<file path="src/rtl/resp_fifo_sched_pkg.sv">
// Shared types and constants for the response scheduler.
// RESP_SCHED_FRAME_TAG_EN adds a tag byte ahead of every response.
package resp_fifo_sched_pkg;

    typedef enum logic [2:0] {
        IDLE        = 3'd0,
        SEND_TAG    = 3'd1,
        SEND_REG    = 3'd2,
        SEND_ALU_LO = 3'd3,
        SEND_ALU_HI = 3'd4
    } e_resp_states;

    localparam logic [7:0] RESP_TAG_REG = 8'hA5;
    localparam logic [7:0] RESP_TAG_ALU = 8'h5A;

    localparam logic GNT_REG = 1'b0;
    localparam logic GNT_ALU = 1'b1;

endpackage

</file>
<file path="src/rtl/resp_hold_slot.sv">
// One-response holding slot with pending flag and sticky overflow.
// A completing slot is free again in the same cycle.
module resp_hold_slot
    import resp_fifo_sched_pkg::*;
#(
    parameter int WIDTH = 8
) (
    input  logic             clk,
    input  logic             rst,
    input  logic             vld,
    input  logic [WIDTH-1:0] data,
    input  logic             done,
    output logic [WIDTH-1:0] hold,
    output logic             pend,
    output logic             ovf
);

    logic free;

    assign free = !pend || done;

    always_ff @(posedge clk or posedge rst) begin
        if (rst) begin
            hold <= '0;
            pend <= 1'b0;
            ovf  <= 1'b0;
        end else begin
            if (vld && free) begin
                hold <= data;
                pend <= 1'b1;
            end else if (done) begin
                pend <= 1'b0;
            end
            if (vld && !free) begin
                ovf <= 1'b1;
            end
        end
    end

endmodule

</file>
<file path="src/rtl/resp_fifo_sched.sv">
// Round-robin byte serialiser of RegFile/ALU responses into a FIFO.
// RESP_SCHED_FRAME_TAG_EN prefixes each response with a tag byte.
module resp_fifo_sched
    import resp_fifo_sched_pkg::*;
#(
    parameter int DATA_WIDTH = 8
) (
    input  logic                    REF_CLK,
    input  logic                    RST,
    input  logic [DATA_WIDTH-1:0]   REGFILE_RdData,
    input  logic                    REGFILE_RdData_VLD,
    input  logic [2*DATA_WIDTH-1:0] ALU_OUT,
    input  logic                    ALU_OUT_VLD,
    input  logic                    FIFO_FULL,
    output logic [DATA_WIDTH-1:0]   FIFO_P_DATA,
    output logic                    FIFO_WR_INC,
    output logic                    REG_PEND,
    output logic                    ALU_PEND,
    output logic                    REG_OVF,
    output logic                    ALU_OVF
);

    e_resp_states state, state_nxt;

    logic last_gnt, gnt_nxt;
    logic src, src_nxt;
    logic pick;
    logic wr;
    logic reg_done, alu_done;
    logic [DATA_WIDTH-1:0] data;
    logic [DATA_WIDTH-1:0] reg_hold;
    logic [2*DATA_WIDTH-1:0] alu_hold;

    assign reg_done = wr && (state == SEND_REG);
    assign alu_done = wr && (state == SEND_ALU_HI);

    resp_hold_slot #(.WIDTH(DATA_WIDTH)) u_reg_slot (
        .clk  (REF_CLK),
        .rst  (RST),
        .vld  (REGFILE_RdData_VLD),
        .data (REGFILE_RdData),
        .done (reg_done),
        .hold (reg_hold),
        .pend (REG_PEND),
        .ovf  (REG_OVF)
    );

    resp_hold_slot #(.WIDTH(2*DATA_WIDTH)) u_alu_slot (
        .clk  (REF_CLK),
        .rst  (RST),
        .vld  (ALU_OUT_VLD),
        .data (ALU_OUT),
        .done (alu_done),
        .hold (alu_hold),
        .pend (ALU_PEND),
        .ovf  (ALU_OVF)
    );

    always_ff @(posedge REF_CLK or posedge RST) begin
        if (RST) begin
            state    <= IDLE;
            last_gnt <= GNT_ALU;
            src      <= GNT_REG;
        end else begin
            state    <= state_nxt;
            last_gnt <= gnt_nxt;
            src      <= src_nxt;
        end
    end

    // last_gnt only moves on contended decisions; src follows every grant
    always_comb begin
        state_nxt = state;
        gnt_nxt   = last_gnt;
        src_nxt   = src;
        pick      = GNT_REG;
        wr        = 1'b0;
        data      = '0;
        unique case (state)
            IDLE: begin
                if (REG_PEND && ALU_PEND) begin
                    pick    = (last_gnt == GNT_ALU) ? GNT_REG : GNT_ALU;
                    gnt_nxt = pick;
                end else begin
                    pick = ALU_PEND ? GNT_ALU : GNT_REG;
                end
                if (REG_PEND || ALU_PEND) begin
                    src_nxt = pick;
`ifdef RESP_SCHED_FRAME_TAG_EN
                    state_nxt = SEND_TAG;
`else
                    state_nxt = (pick == GNT_REG) ? SEND_REG : SEND_ALU_LO;
`endif
                end
            end
            SEND_TAG: begin
                data = (src == GNT_REG) ? DATA_WIDTH'(RESP_TAG_REG)
                                        : DATA_WIDTH'(RESP_TAG_ALU);
                wr   = !FIFO_FULL;
                if (wr) begin
                    state_nxt = (src == GNT_REG) ? SEND_REG : SEND_ALU_LO;
                end
            end
            SEND_REG: begin
                data = reg_hold;
                wr   = !FIFO_FULL;
                if (wr) begin
                    state_nxt = IDLE;
                end
            end
            SEND_ALU_LO: begin
                data = alu_hold[DATA_WIDTH-1:0];
                wr   = !FIFO_FULL;
                if (wr) begin
                    state_nxt = SEND_ALU_HI;
                end
            end
            SEND_ALU_HI: begin
                data = alu_hold[2*DATA_WIDTH-1:DATA_WIDTH];
                wr   = !FIFO_FULL;
                if (wr) begin
                    state_nxt = IDLE;
                end
            end
            default: begin
                state_nxt = IDLE;
            end
        endcase
    end

    assign FIFO_WR_INC = wr;
    assign FIFO_P_DATA = data;

endmodule
</file>
<file path="config.mk">
export PLATFORM = sky130hd
export DESIGN_NAME = resp_fifo_sched
export DESIGN_NICKNAME = d
export VERILOG_FILES = /design/src/rtl/resp_fifo_sched_pkg.sv /design/src/rtl/resp_hold_slot.sv /design/src/rtl/resp_fifo_sched.sv
export SDC_FILE = /design/constraint.sdc
export NUM_CORES = 1
export LEC_CHECK = 0
export BUFFER_PORTS_ARGS = -buffer_cell sky130_fd_sc_hd__buf_2
export CAP_MARGIN = 0
export CORE_ASPECT_RATIO = 1.75
export CORE_MARGIN = 3
export CORE_UTILIZATION = 56
export CTS_CLUSTER_SIZE = 28
export DETAILED_ROUTE_END_ITERATION = 12
export PLACE_DENSITY = 0.83
export RECOVER_POWER = 25
export SETUP_SLACK_MARGIN = 0.2
export SLEW_MARGIN = 20
export SYNTH_ARGS = -nofsm -noshare
export SYNTH_HDL_FRONTEND = slang
export SYNTH_HIERARCHICAL = 1
export SYNTH_SLANG_ARGS = --single-unit
</file>
<file path="constraint.sdc">
create_clock -name REF_CLK -period 4.2 [get_ports REF_CLK]
set_input_delay 0.84 -clock REF_CLK [delete_from_list [all_inputs] [get_ports REF_CLK]]
set_output_delay 0.84 -clock REF_CLK [all_outputs]
set_load 0.01 [all_outputs]
</file>
## After elaboration in Yosys (flattened, before gate mapping)

Cells that the tools add are included.

| cells by class | value |
|---|---|
| eq/ne operators | 8 |
| mux-type cells | 18 |
| reductions and logical operators | 23 |

Operators with widths:

| kind | count |
|---|---|
| case mux 8 bit (4 select lines) | 1 |
| two-way mux 3 bit | 4 |
| case mux 3 bit (4 select lines) | 1 |
| two-way mux 1 bit | 11 |
| two-way mux 8 bit | 1 |
| inequality test 2 bit (second input constant) | 4 |
| logical AND 1 bit | 7 |
| == test 3 x 2 -> 1 bit (second input constant) | 2 |
| zero test 1 bit | 5 |
| AND reduction 2 bit | 2 |
| AND reduction 4 bit | 1 |
| nonzero test 2 bit | 2 |
| OR reduction 4 bit | 1 |
| == test 3 x 1 -> 1 bit (second input constant) | 1 |
| == test 3 bit (second input constant) | 1 |
| zero test 3 bit | 1 |
| logical OR 1 bit | 3 |
| OR reduction 2 bit | 1 |

| word-level totals | value |
|---|---|
| word-level logic and storage cells | 58 |
| bits of input ports | 29 |
| bits in registers | 33 |

## Longest topological paths before layout

Gate-level depths: netlist of the first run.

| depth | value |
|---|---|
| word-level depth | 7 |
| gate-level depth with buffers | 8 |
| mapped depth without buffers | 6 |

## Modules after synthesis

Netlist of the first run, hierarchy kept.

By module, submodules not included:

| module | sequential area each (um^2) | area each (um^2) | times used | cells an instance |
|---|---|---|---|---|
| resp_hold_slot (u_alu_slot) | 450.4 | 732.0 | 1 | 41 |
| resp_fifo_sched | 126.4 | 504.2 | 1 | 64 |
| resp_hold_slot (u_reg_slot) | 250.2 | 414.1 | 1 | 24 |

## Worst setup path after synthesis of the first run

OpenSTA, ideal clock, no wires.

| timing path | value |
|---|---|
| path type | input -> output |
| from | input FIFO_FULL |
| to | output FIFO_WR_INC |
| path slack | 2.176 ns |
| cell stages on the path | 2 |
| arrival time | 1.184 ns |
| path buffers | 1 |
| data required time | 3.360 ns |
| cell sequence | buf_1 > nor2_1 |

| between the ends | value |
|---|---|
| cells in the longest elaborated chain, start to end | 2 |

RTL lines:

| item | line | source |
|---|---|---|
| start, declared | resp_fifo_sched.sv:14 | `input logic FIFO_FULL,` |
| zero test 1 bit | -- |  |
| two-way mux 1 bit | -- |  |
| end, declared | resp_fifo_sched.sv:16 | `output logic FIFO_WR_INC,` |

Every way passes these cells.

## Worst setup path after layout of the first run

| timing path | value |
|---|---|
| from | register state[0] |
| to | output FIFO_P_DATA[5] |

| between the ends | value |
|---|---|
| cells in the longest elaborated chain, start to end | 2 |

RTL lines:

| item | line | source |
|---|---|---|
| start, declared | resp_fifo_sched.sv:23 | `e_resp_states state, state_nxt;` |
| start signal, assigned | resp_fifo_sched.sv:65 | `state <= state_nxt;` |
| == test 3 bit, or another cell as far along | resp_fifo_sched.sv:79 | `unique case (state)` |
| case mux 8 bit (4 select lines) * | resp_fifo_sched.sv:79 |  |
| end, declared | resp_fifo_sched.sv:15 | `output logic [DATA_WIDTH-1:0] FIFO_P_DATA,` |

Every way passes the cells marked *; elsewhere a longest branch is shown, timed or not.

==> results of run 1 <==
cells in the mapped netlist (2+ instances only):
master and number:
nand2_4 2, nand2_1 6, a21oi_1 10, nor2_1 5, buf_6 2, mux2i_1 3
nor2b_1 2, a22oi_1 5, dfrtp_1 32, mux2_2 6, o21bai_1 2, mux2_4 18
and2b_1 2, inv_1 6, nand4b_1 2, nand2b_1 2, o22ai_1 8, nand2b_4 2
metal layers:
layer,vias to the layer above,wire (um),part of all wire (%)
met5,-,0,0
met4,0,50,1.5
met3,7,195,5.8
met2,34,1860,55
met1,567,1270,38
li1,545,-,-
path summary, 6_finish.rpt:
path                                                    to  slack, ns  cells after the start
setup / recovery                            FIFO_P_DATA[5]       1.66                      4
hold / removal                        state[2]$_DFFE_PP0P_       0.46                      2
setup reg to reg           u_alu_slot/hold[15]$_DFFE_PP0P_       2.31                      6
hold reg to reg                 u_reg_slot/ovf$_DFFE_PP0P_       0.49                      1
max in group asynchronous  u_alu_slot/hold[10]$_DFFE_PP0P_       3.07                      2
min in group REF_CLK            u_reg_slot/ovf$_DFFE_PP0P_       0.49                      1
worst register-to-register path, cell delays in order, from the launching register on:
cell	delay, ns
dfrtp_1	0.71
nor2_2	0.14
nand2_1	0.11
nor2_1	0.04
nand2b_4	0.16
nand2_4	0.25
mux2_2	0.39
registers in the layout, indices dropped and copies added, names as in the netlist:
signal / count
u_alu_slot/hold: 16
u_reg_slot/pend: 1
u_alu_slot/pend: 1
u_reg_slot/ovf: 1
u_alu_slot/ovf: 1
last_gnt: 1
u_reg_slot/hold: 8
src: 1
state: 3
power by group:
| part | total, mW | switching [mW] | internal [mW] |
|---|---|---|---|
| sequential | 0.610 | 0.147 | 0.463 |
| clock | 0.227 | 0.113 | 0.115 |
| combinational | 0.572 | 0.242 | 0.330 |
| total | 1.41 | 0.501 | 0.908 |
final cells by class:
class	count	area share (%)
timing repair buffer	41	10.7
multi-input combinational	84	38.8
sequential	33	43.3
clock inverter	2	0.524
tap	27	1.77
clock buffer	6	3.80
inverter	6	1.18
per-stage QoR:
step	instance area, um^2	setup WS, ns	hold slack [ns]	std cells
floorplan	1650	2.18	0.470	129
global placement	1830	2.02	0.454	191
detailed placement	1830	1.98	0.478	191
CTS	1910	1.66	0.460	199
global route	1910	1.52	0.469	199
finish	1910	1.66	0.456	199
cell families (layout without fill, tap and decap cells):
group	count (synthesis)	after routing
mux	27	27
xor+xnor	2	2
flops	33	33
simple gates	26	26
buf+inv	12	55
compound gates	29	29
==> results.json, run 1 <==
{
  "ios": 42,
  "fin_nets": 200,
  "cts_resized": 0,
  "setup_viol_count_final": 0,
  "drtIter0Drc": 21,
  "arrival_ns": 1.70,
  "layout_common_cells": "buf_2, dfrtp_1, mux2_4",
  "n_fill_cell": 212,
  "synth_nets": 158,
  "synthMuxAreaShare_pct": 22.3,
  "synth_fa_ha_area_share_pct": 0,
  "final-hold-violation-count": 0,
  "cts_max_path_buffers": 2,
  "wirelength_um": 3370,
  "grt_max_degree": 19,
  "start_kind": "flip-flop",
  "gp_congestion": 0.903,
  "post-route-period-util_pct": 60.4,
  "core_um2": 2750,
  "ys.flop_type": "dfrtp_1",
  "path_buf_inv": 1,
  "cp-end-kind": "primary output",
  "post-synth-top-area-cell": "dfrtp_1",
  "final-seq-area_um2": 827,
  "drive_above_1_share_pct": 45.3,
  "yosys.area_share.simple_pct": 10.5,
  "root_buffer": "clkbuf_8",
  "post-cts-setup-buffers": 0,
  "grt_busiest_layer": "met2",
  "port_buffers": 41,
  "drt-pass1-iter-count": 4,
  "drc": 0,
  "hp-class": "input pin to async pin",
  "multiInputGateArea_um2": 742,
  "vias": 1153,
  "clkLatencyLatePin_ns": 0.29,
  "synthesis.area_um2": 1650,
  "total_power_mw": 1.41,
  "synth_top_family_by_area": "multiplexers",
  "hpwl_um": 2600,
  "max_stage_delay_ns": 0.71,
  "viasPerCell": 5.79,
  "antenna_found_initial": 0,
  "fin_setup_tns_ns": 0,
  "grt_pass1_vias": 1255,
  "cts_tree": "done",
  "yosysWarnings": 6,
  "critPathTopFamily": "flip-flops",
  "clkTransAtPathRegs_ns": 0.06,
  "grtUsageTotal_pct": 21.2,
  "rsz0062_at_grt": "false",
  "fp.dieH_um": 77.8,
  "power_leakage_nw": 0.983,
  "cellPowerDensity_nw_per_um2": 737,
  "final_common_cell": "buf_2",
  "ctsHtreeMaxLevel": 2,
  "grt.met1_usage_pct": 25.0,
  "synth_top_area_share_pct": 48.5,
  "synth_xor_area_share_pct": 1.06,
  "max_slew_margin_pct": 51.8,
  "row_count": 25,
  "path_cells": "and2b_1 -> a21oi_1 -> o22ai_1 -> buf_2",
  "critPathKind": "flip-flop to primary output",
  "yosys_register_bits": 33,
  "start_util_pct": 60.0,
  "syn_avg_cell_area_um2": 12.8,
  "fmax_ghz": 0.394,
  "rr_startpoint": "state[0]$_DFFE_PP0P_",
  "ant_nets": 0,
  "maxCapViolations": 0,
  "dieWidth_um": 47.0,
  "cts_sinks": 33,
  "synth-edff-count": 0,
  "met3_usage_pct": 5.10,
  "gr-usage-met2_pct": 34.7,
  "overflow": 0,
  "finClkSkew_ns": 0.0102,
  "netlist_instances": 129,
  "wire_per_inst_um": 17.0,
  "startpoint": "state[0]$_DFFE_PP0P_",
  "drv_slew": 0,
  "fin_util_pct": 69.5,
  "cp_slowest_cell": "dfrtp_1",
  "cts-buffers-inserted": 5,
  "status": "finished, final reports clean",
  "area_growth_pct": 15.8,
  "worstPathRequired_ns": 3.36,
  "worst_slew_pin_slew_ns": 0.722,
  "dieArea_um2": 3660,
  "ctsHoldBuffers": 0,
  "synth_area_leaders": "dfrtp_1, mux2_4, mux2_2",
  "grt_pass1_wl_um": 5540,
  "path_max_fanout": 17,
  "synth-seq-area-share_pct": 50.1,
  "async_flop_share_pct": 100,
  "insertedDiodeCount": 0,
  "netlist-cell-type-count": 32,
  "period_minus_slack_ns": 2.54,
  "synth_compound_area_share_pct": 11.1,
  "ir_drop_mv": 0.451
}
Power figures use the tool's default switching activity.
==> inputs of run 2 (changes only) <==
--- a/config.mk
+++ b/config.mk
@@ -5,14 +5,15 @@
 export SDC_FILE = /design/constraint.sdc
 export NUM_CORES = 1
 export LEC_CHECK = 0
+export ABC_AREA = 1
 export BUFFER_PORTS_ARGS = -buffer_cell sky130_fd_sc_hd__buf_2
 export CAP_MARGIN = 0
 export CORE_ASPECT_RATIO = 1.75
 export CORE_MARGIN = 3
-export CORE_UTILIZATION = 56
+export CORE_UTILIZATION = 47
 export CTS_CLUSTER_SIZE = 28
 export DETAILED_ROUTE_END_ITERATION = 12
-export PLACE_DENSITY = 0.83
+export PLACE_DENSITY = 0.74
 export RECOVER_POWER = 25
 export SETUP_SLACK_MARGIN = 0.2
 export SLEW_MARGIN = 20
==> constraint.sdc (replaced) <==
create_clock -name REF_CLK -period 2.2 [get_ports REF_CLK]
set_input_delay 0.44 -clock REF_CLK [delete_from_list [all_inputs] [get_ports REF_CLK]]
set_output_delay 0.44 -clock REF_CLK [all_outputs]
set_load 0.01 [all_outputs]
==> results.json, run 2 <==
{
  "status": "finished, final reports clean",
  "final_common_cell": "nand2_1",
  "combinationalPowerShare_pct": 39.2,
  "rsz0062_at_grt": "false",
  "wirelength_um": 3570,
  "synth-edff-count": 0,
  "grt_pass1_wl_um": 6650,
  "drtIter0Drc": 36,
  "fin_setup_tns_ns": 0,
  "synth_area_leaders": "dfrtp_1, nand2_1, nand3_1",
  "vias": 1415,
  "grt_pass1_vias": 1491,
  "largest_register": "u_alu_slot/hold",
  "cell_internal_pwr_mw": 1.47,
  "yosys.area_share.simple_pct": 39.1,
  "drive_above_1_share_pct": 30.0,
  "yosysWarnings": 6,
  "ant_nets": 0,
  "post-route-period-util_pct": 85.9,
  "p_sw_share_pct": 40.3,
  "area_growth_pct": 18.5,
  "dieArea_um2": 4250,
  "max_slew_margin_pct": 56.4,
  "drv_slew": 0,
  "worstPathRequired_ns": 1.76,
  "synth.most_common_cell": "nand2_1",
  "finalInstanceArea_um2": 1940,
  "synth_top_family_by_area": "simple AND/OR/NAND/NOR gates",
  "power_switching_uw": 996,
  "ctsHtreeMaxLevel": 2,
  "core_um2": 3240,
  "path_max_fanout": 4,
  "synth_compound_area_share_pct": 2.68,
  "synth_top_area_share_pct": 48.9,
  "async_flop_share_pct": 100,
  "setup_viol_count_final": 0,
  "critPathKind": "flip-flop to primary output",
  "yosys-top-cells-count": "nand2_1, dfrtp_1, nand3_1",
  "fin_nets": 271,
  "p_clk_share_pct": 17.6,
  "period_minus_slack_ns": 1.89,
  "gp_congestion": 0.825,
  "ir_drop_mv": 0.731,
  "start_util_pct": 50.5,
  "antenna_found_initial": 0,
  "dpl-instance-area_um2": 1830,
  "largest_reg_flops": 16,
  "cts-buffers-inserted": 5,
  "fp.dieH_um": 84.1,
  "netlist_instances": 199,
  "rr_startpoint": "state[1]$_DFFE_PP0P_",
  "arrival_ns": 1.45,
  "viasPerCell": 4.95,
  "layout_common_cells": "nand2_1, buf_2, dfrtp_1",
  "hpwl_um": 2760,
  "wire_per_inst_um": 12.5,
  "row_count": 27,
  "cts_sinks": 33,
  "port_buffers": 41,
  "synthesis.area_um2": 1640,
  "clkLatencyLatePin_ns": 0.28,
  "synth-seq-area-share_pct": 50.5,
  "cts_tree": "done",
  "cp-end-kind": "primary output",
  "netlist-cell-type-count": 23,
  "synthMuxAreaShare_pct": 0,
  "cts_max_path_buffers": 2,
  "clkTransAtPathRegs_ns": 0.07,
  "rr_endpoint": "u_alu_slot/hold[15]$_DFFE_PP0P_",
  "overflow": 0,
  "insertedDiodeCount": 0,
  "worst_slew_pin_slew_ns": 0.653,
  "root_buffer": "clkbuf_8",
  "largestRegisters": "u_alu_slot/hold: 16 flops, u_reg_slot/hold: 8 flops, state: 3 flops",
  "synth_nets": 228,
  "yosys_register_bits": 33,
  "ff2ff_path_depth": 8,
  "ios": 42,
  "drt-pass1-iter-count": 4,
  "syn_avg_cell_area_um2": 8.22,
  "ff2ff_setup_slack_ns": 0.70,
  "final_cell_count_no_fill": 286,
  "start_kind": "flip-flop",
  "final-hold-violation-count": 0,
  "power_leakage_nw": 1.04,
  "finClkSkew_ns": 0.00631,
  "synth_fa_ha_area_share_pct": 0,
  "grt_max_degree": 20,
  "grtUsageTotal_pct": 20.1,
  "post-synth-top-area-cell": "dfrtp_1",
  "drc": 0,
  "ys.flop_type": "dfrtp_1",
  "dieWidth_um": 50.6,
  "hp-class": "input pin to async pin",
  "cellPowerDensity_nw_per_um2": 1270,
  "dp.cells": 276,
  "maxCapViolations": 0,
  "ctsHoldBuffers": 0,
  "synth_xor_area_share_pct": 0.535,
  "fmax_ghz": 0.529,
  "sequentialPowerShare_pct": 43.2
}
## run 2: cell count changes after synthesis, moves of 3 or more
cell | before | now
nand2_1 | 6 | 83
nand3_1 | 0 | 26
mux2_4 | 18 | 0
nand4_1 | 0 | 9
a21oi_1 | 10 | 2
nand2_2 | 0 | 8
o22ai_1 | 8 | 0
mux2_2 | 6 | 0
a22oi_1 | 5 | 0
inv_1 | 6 | 11
mux2i_1 | 3 | 0
o21ai_0 | 0 | 3
## run 2: cells by family after synthesis
logic type / after synthesis
XOR/XNOR: 1
flip-flops: 33
buffers and inverters: 20
AO/OA/AOI/OAI: 7
AND/OR/NAND/NOR: 138
## run 2: worst max-delay path by stage
| stage | start | to | depth (start not counted) |
|---|---|---|---|
| global placement | state[0]$_DFFE_PP0P_ | FIFO_P_DATA[5] | 6 |
| floorplan | state[0]$_DFFE_PP0P_ | FIFO_P_DATA[0] | 6 |
| detailed placement | state[0]$_DFFE_PP0P_ | FIFO_P_DATA[5] | 6 |
| global route | state[1]$_DFFE_PP0P_ | FIFO_P_DATA[2] | 6 |
| CTS | state[2]$_DFFE_PP0P_ | FIFO_P_DATA[5] | 6 |
| finish | state[2]$_DFFE_PP0P_ | FIFO_P_DATA[5] | 6 |
## run 2: per-stage QoR
stage,utilization (%),hold WS (ns),power (mW),setup WS [ns]
floorplan,-,0.218,1.75,0.746
global placement,56.4,0.382,1.99,0.448
detailed placement,56.4,0.385,2.01,0.414
CTS,59.1,0.0803,2.46,0.220
global route,59.8,0.0882,2.69,0.214
finish,59.8,0.0782,2.47,0.309
## run 2: what timing repair did
item / in CTS / in global routing
gates resized for setup: 2 / 4
endpoints found under the hold margin: 0 / 0
gates cloned: 0 / 0
buffers inserted: 0 / 2
setup endpoints to repair: 8 / 8
## run 2: per-layer routing
| metal | GRT usage [%] | routed length [um] | up-vias |
|---|---|---|---|
| met5 | 0 | 0 | - |
| met4 | 6.62 | 39 | 0 |
| met3 | 4.83 | 186 | 2 |
| met2 | 35.2 | 1900 | 33 |
| met1 | 23.2 | 1440 | 651 |
| li1 | - | - | 729 |
## run 2: critical path, cell delays in order (launching register included)
cell and delay (ns):
dfrtp_2 0.45, inv_2 0.11, nand2_2 0.09, nor2_2 0.12, nand2_1 0.14, nand4_1 0.13
buf_2 0.14
## run 2: area by class of cell
class / instances / area (um^2)
fillers: 326 / 1300
inverters: 13 / 48.8
well taps: 43 / 53.8
multi-input cells: 146 / 701
clock buffers: 5 / 68.8
clock inverters: 3 / 17.5
flip-flops and latches: 33 / 831
repair buffers: 43 / 219
## run 2: power groups by stage
stage	registers [mW]	clock network, mW	logic (mW)
after floorplan	1.01	0	0.735
after global placement	1.08	0	0.913
after detailed placement	1.08	0	0.931
after CTS	1.07	0.451	0.938
after global routing	1.10	0.472	1.12
final	1.07	0.434	0.968
==> inputs of run 3 (changes only) <==
--- a/config.mk
+++ b/config.mk
@@ -9,12 +9,12 @@
 export BUFFER_PORTS_ARGS = -buffer_cell sky130_fd_sc_hd__buf_2
 export CAP_MARGIN = 0
 export CORE_ASPECT_RATIO = 1.75
-export CORE_MARGIN = 3
 export CORE_UTILIZATION = 47
 export CTS_CLUSTER_SIZE = 28
 export DETAILED_ROUTE_END_ITERATION = 12
 export PLACE_DENSITY = 0.74
 export RECOVER_POWER = 25
+export REMOVE_ABC_BUFFERS = 1
 export SETUP_SLACK_MARGIN = 0.2
 export SLEW_MARGIN = 20
 export SYNTH_ARGS = -nofsm -noshare
==> results.json, run 3 (synthesis results as in run 2) <==
{
  "status": "finished, violations left",
  "violations": "design-rule violations",
  "path_cells": "nor3_4 -> nand2_1 -> nand4_1 -> buf_2",
  "cts-buffers-inserted": 5,
  "fin_nets": 273,
  "rr_endpoint": "u_reg_slot/hold[0]$_DFFE_PP0P_",
  "overflow": 0,
  "critPathKind": "flip-flop to primary output",
  "clkTransAtPathRegs_ns": 0.07,
  "grtUsageTotal_pct": 21.5,
  "root_buffer": "clkbuf_8",
  "cp-end-kind": "primary output",
  "max_slew_margin_pct": 56.7,
  "setup_viol_count_final": 0,
  "start_util_pct": 48.7,
  "largest_reg_flops": 16,
  "worstSetupEndpoint": "FIFO_P_DATA[6]",
  "fp.dieH_um": 80.1,
  "power_leakage_nw": 1.06,
  "grt_max_degree": 20,
  "final-hold-violation-count": 0,
  "ant_nets": 0,
  "ios": 42,
  "worstPathRequired_ns": 1.76,
  "wire_per_inst_um": 11.8,
  "drtIter0Drc": 32,
  "fmax_ghz": 0.530,
  "maxCapViolations": 0,
  "drv_slew": 0,
  "wirelength_um": 3420,
  "row_count": 28,
  "cellPowerDensity_nw_per_um2": 1330,
  "grt.met1_usage_pct": 23.9,
  "rsz0062_at_grt": "false",
  "dieArea_um2": 3730,
  "cp_slowest_cell": "dfrtp_2",
  "rr_startpoint": "state[2]$_DFFE_PP0P_",
  "max_stage_delay_ns": 0.47,
  "drt-pass1-iter-count": 8,
  "clkLatencyLatePin_ns": 0.29,
  "startpoint": "state[0]$_DFFE_PP0P_",
  "post-route-period-util_pct": 85.7,
  "ctsHoldBuffers": 0,
  "finClkSkew_ns": 0.00808,
  "cts_tree": "done",
  "total_power_mw": 2.64,
  "path_max_fanout": 8,
  "fin_util_pct": 59.0,
  "ctsHtreeMaxLevel": 2,
  "met3_usage_pct": 4.72,
  "start_kind": "flip-flop",
  "port_buffers": 41,
  "grt_pass1_wl_um": 5840,
  "gr-usage-met2_pct": 37.1,
  "drc": 1,
  "worst_slew_pin_slew_ns": 0.648,
  "finalInstanceArea_um2": 1990,
  "viasPerCell": 4.92,
  "ir_drop_mv": 0.658,
  "dpl-instance-area_um2": 1830,
  "cts_max_path_buffers": 2,
  "hp-class": "input pin to async pin",
  "period_minus_slack_ns": 1.89,
  "arrival_ns": 1.45,
  "cts_sinks": 33,
  "ff2ff_path_depth": 7,
  "final_common_cell": "nand2_1",
  "insertedDiodeCount": 0,
  "vias": 1426,
  "area_growth_pct": 21.3,
  "grt_busiest_layer": "met2",
  "antenna_found_initial": 0,
  "grt_pass1_vias": 1386,
  "core_um2": 3360,
  "largestRegisters": "u_alu_slot/hold: 16 flops, u_reg_slot/hold: 8 flops, state: 3 flops",
  "layout_common_cells": "nand2_1, buf_2, dfrtp_1",
  "largest_register": "u_alu_slot/hold",
  "gp_congestion": 0.843,
  "drive_above_1_share_pct": 30.6,
  "hpwl_um": 2590,
  "dieWidth_um": 46.6,
  "ff2ff_setup_slack_ns": 0.61,
  "fin_setup_tns_ns": 0
}
[run 3: area by class of cell]
cell class,instances,area (um^2)
fillers,342,1380
flip-flops and latches,33,831
multi-input cells,146,701
repair buffers,45,234
clock buffers,5,68.8
well taps,45,56.3
inverters,13,48.8
clock inverters,3,46.3
[run 3: worst max-delay path: cells and delay by family, from the launching register on]
kind | cells | cell delay (ns)
buffers and inverters | 1 | 0.14
flip-flops | 1 | 0.47
AND/OR/NAND/NOR | 3 | 0.54
[run 3: power breakdown]
part | internal, mW | switching (mW) | total [mW]
Sequential | 0.876 | 0.185 | 1.06
Clock | 0.339 | 0.240 | 0.579
Combinational | 0.398 | 0.602 | 0.999
Total | 1.61 | 1.03 | 2.64
[run 3: worst min path at each step]
stage	end	slack, ns	cells past startpoint
after floorplan	src$_DFFE_PP0P_	0.22	1
after global placement	state[1]$_DFFE_PP0P_	0.38	2
after detailed placement	state[2]$_DFFE_PP0P_	0.39	2
after CTS	state[2]$_DFFE_PP0P_	0.08	2
after global routing	state[2]$_DFFE_PP0P_	0.09	2
final	state[2]$_DFFE_PP0P_	0.07	2
[run 3: metrics by stage]
stage | hold slack (ns) | cells | setup WS, ns
5_1_grt | 0.0854 | 290 | 0.215
3_3_place_gp | 0.385 | 278 | 0.479
3_5_place_dp | 0.386 | 278 | 0.453
6_report | 0.0695 | 290 | 0.314
4_1_cts | 0.0763 | 286 | 0.221
2_1_floorplan | 0.218 | 192 | 0.712
[run 3: repair_timing]
action	4_1_cts	5_1_grt
gates resized for setup	2	4
setup buffers	0	4
pin swaps	0	2
setup endpoints to repair	8	8
[run 3: metal layers]
| metal | wire (um) | share of wire, % |
|---|---|---|
| met5 | 0 | 0 |
| met4 | 76 | 2.2 |
| met3 | 139 | 4.1 |
| met2 | 1820 | 53 |
| met1 | 1380 | 40 |
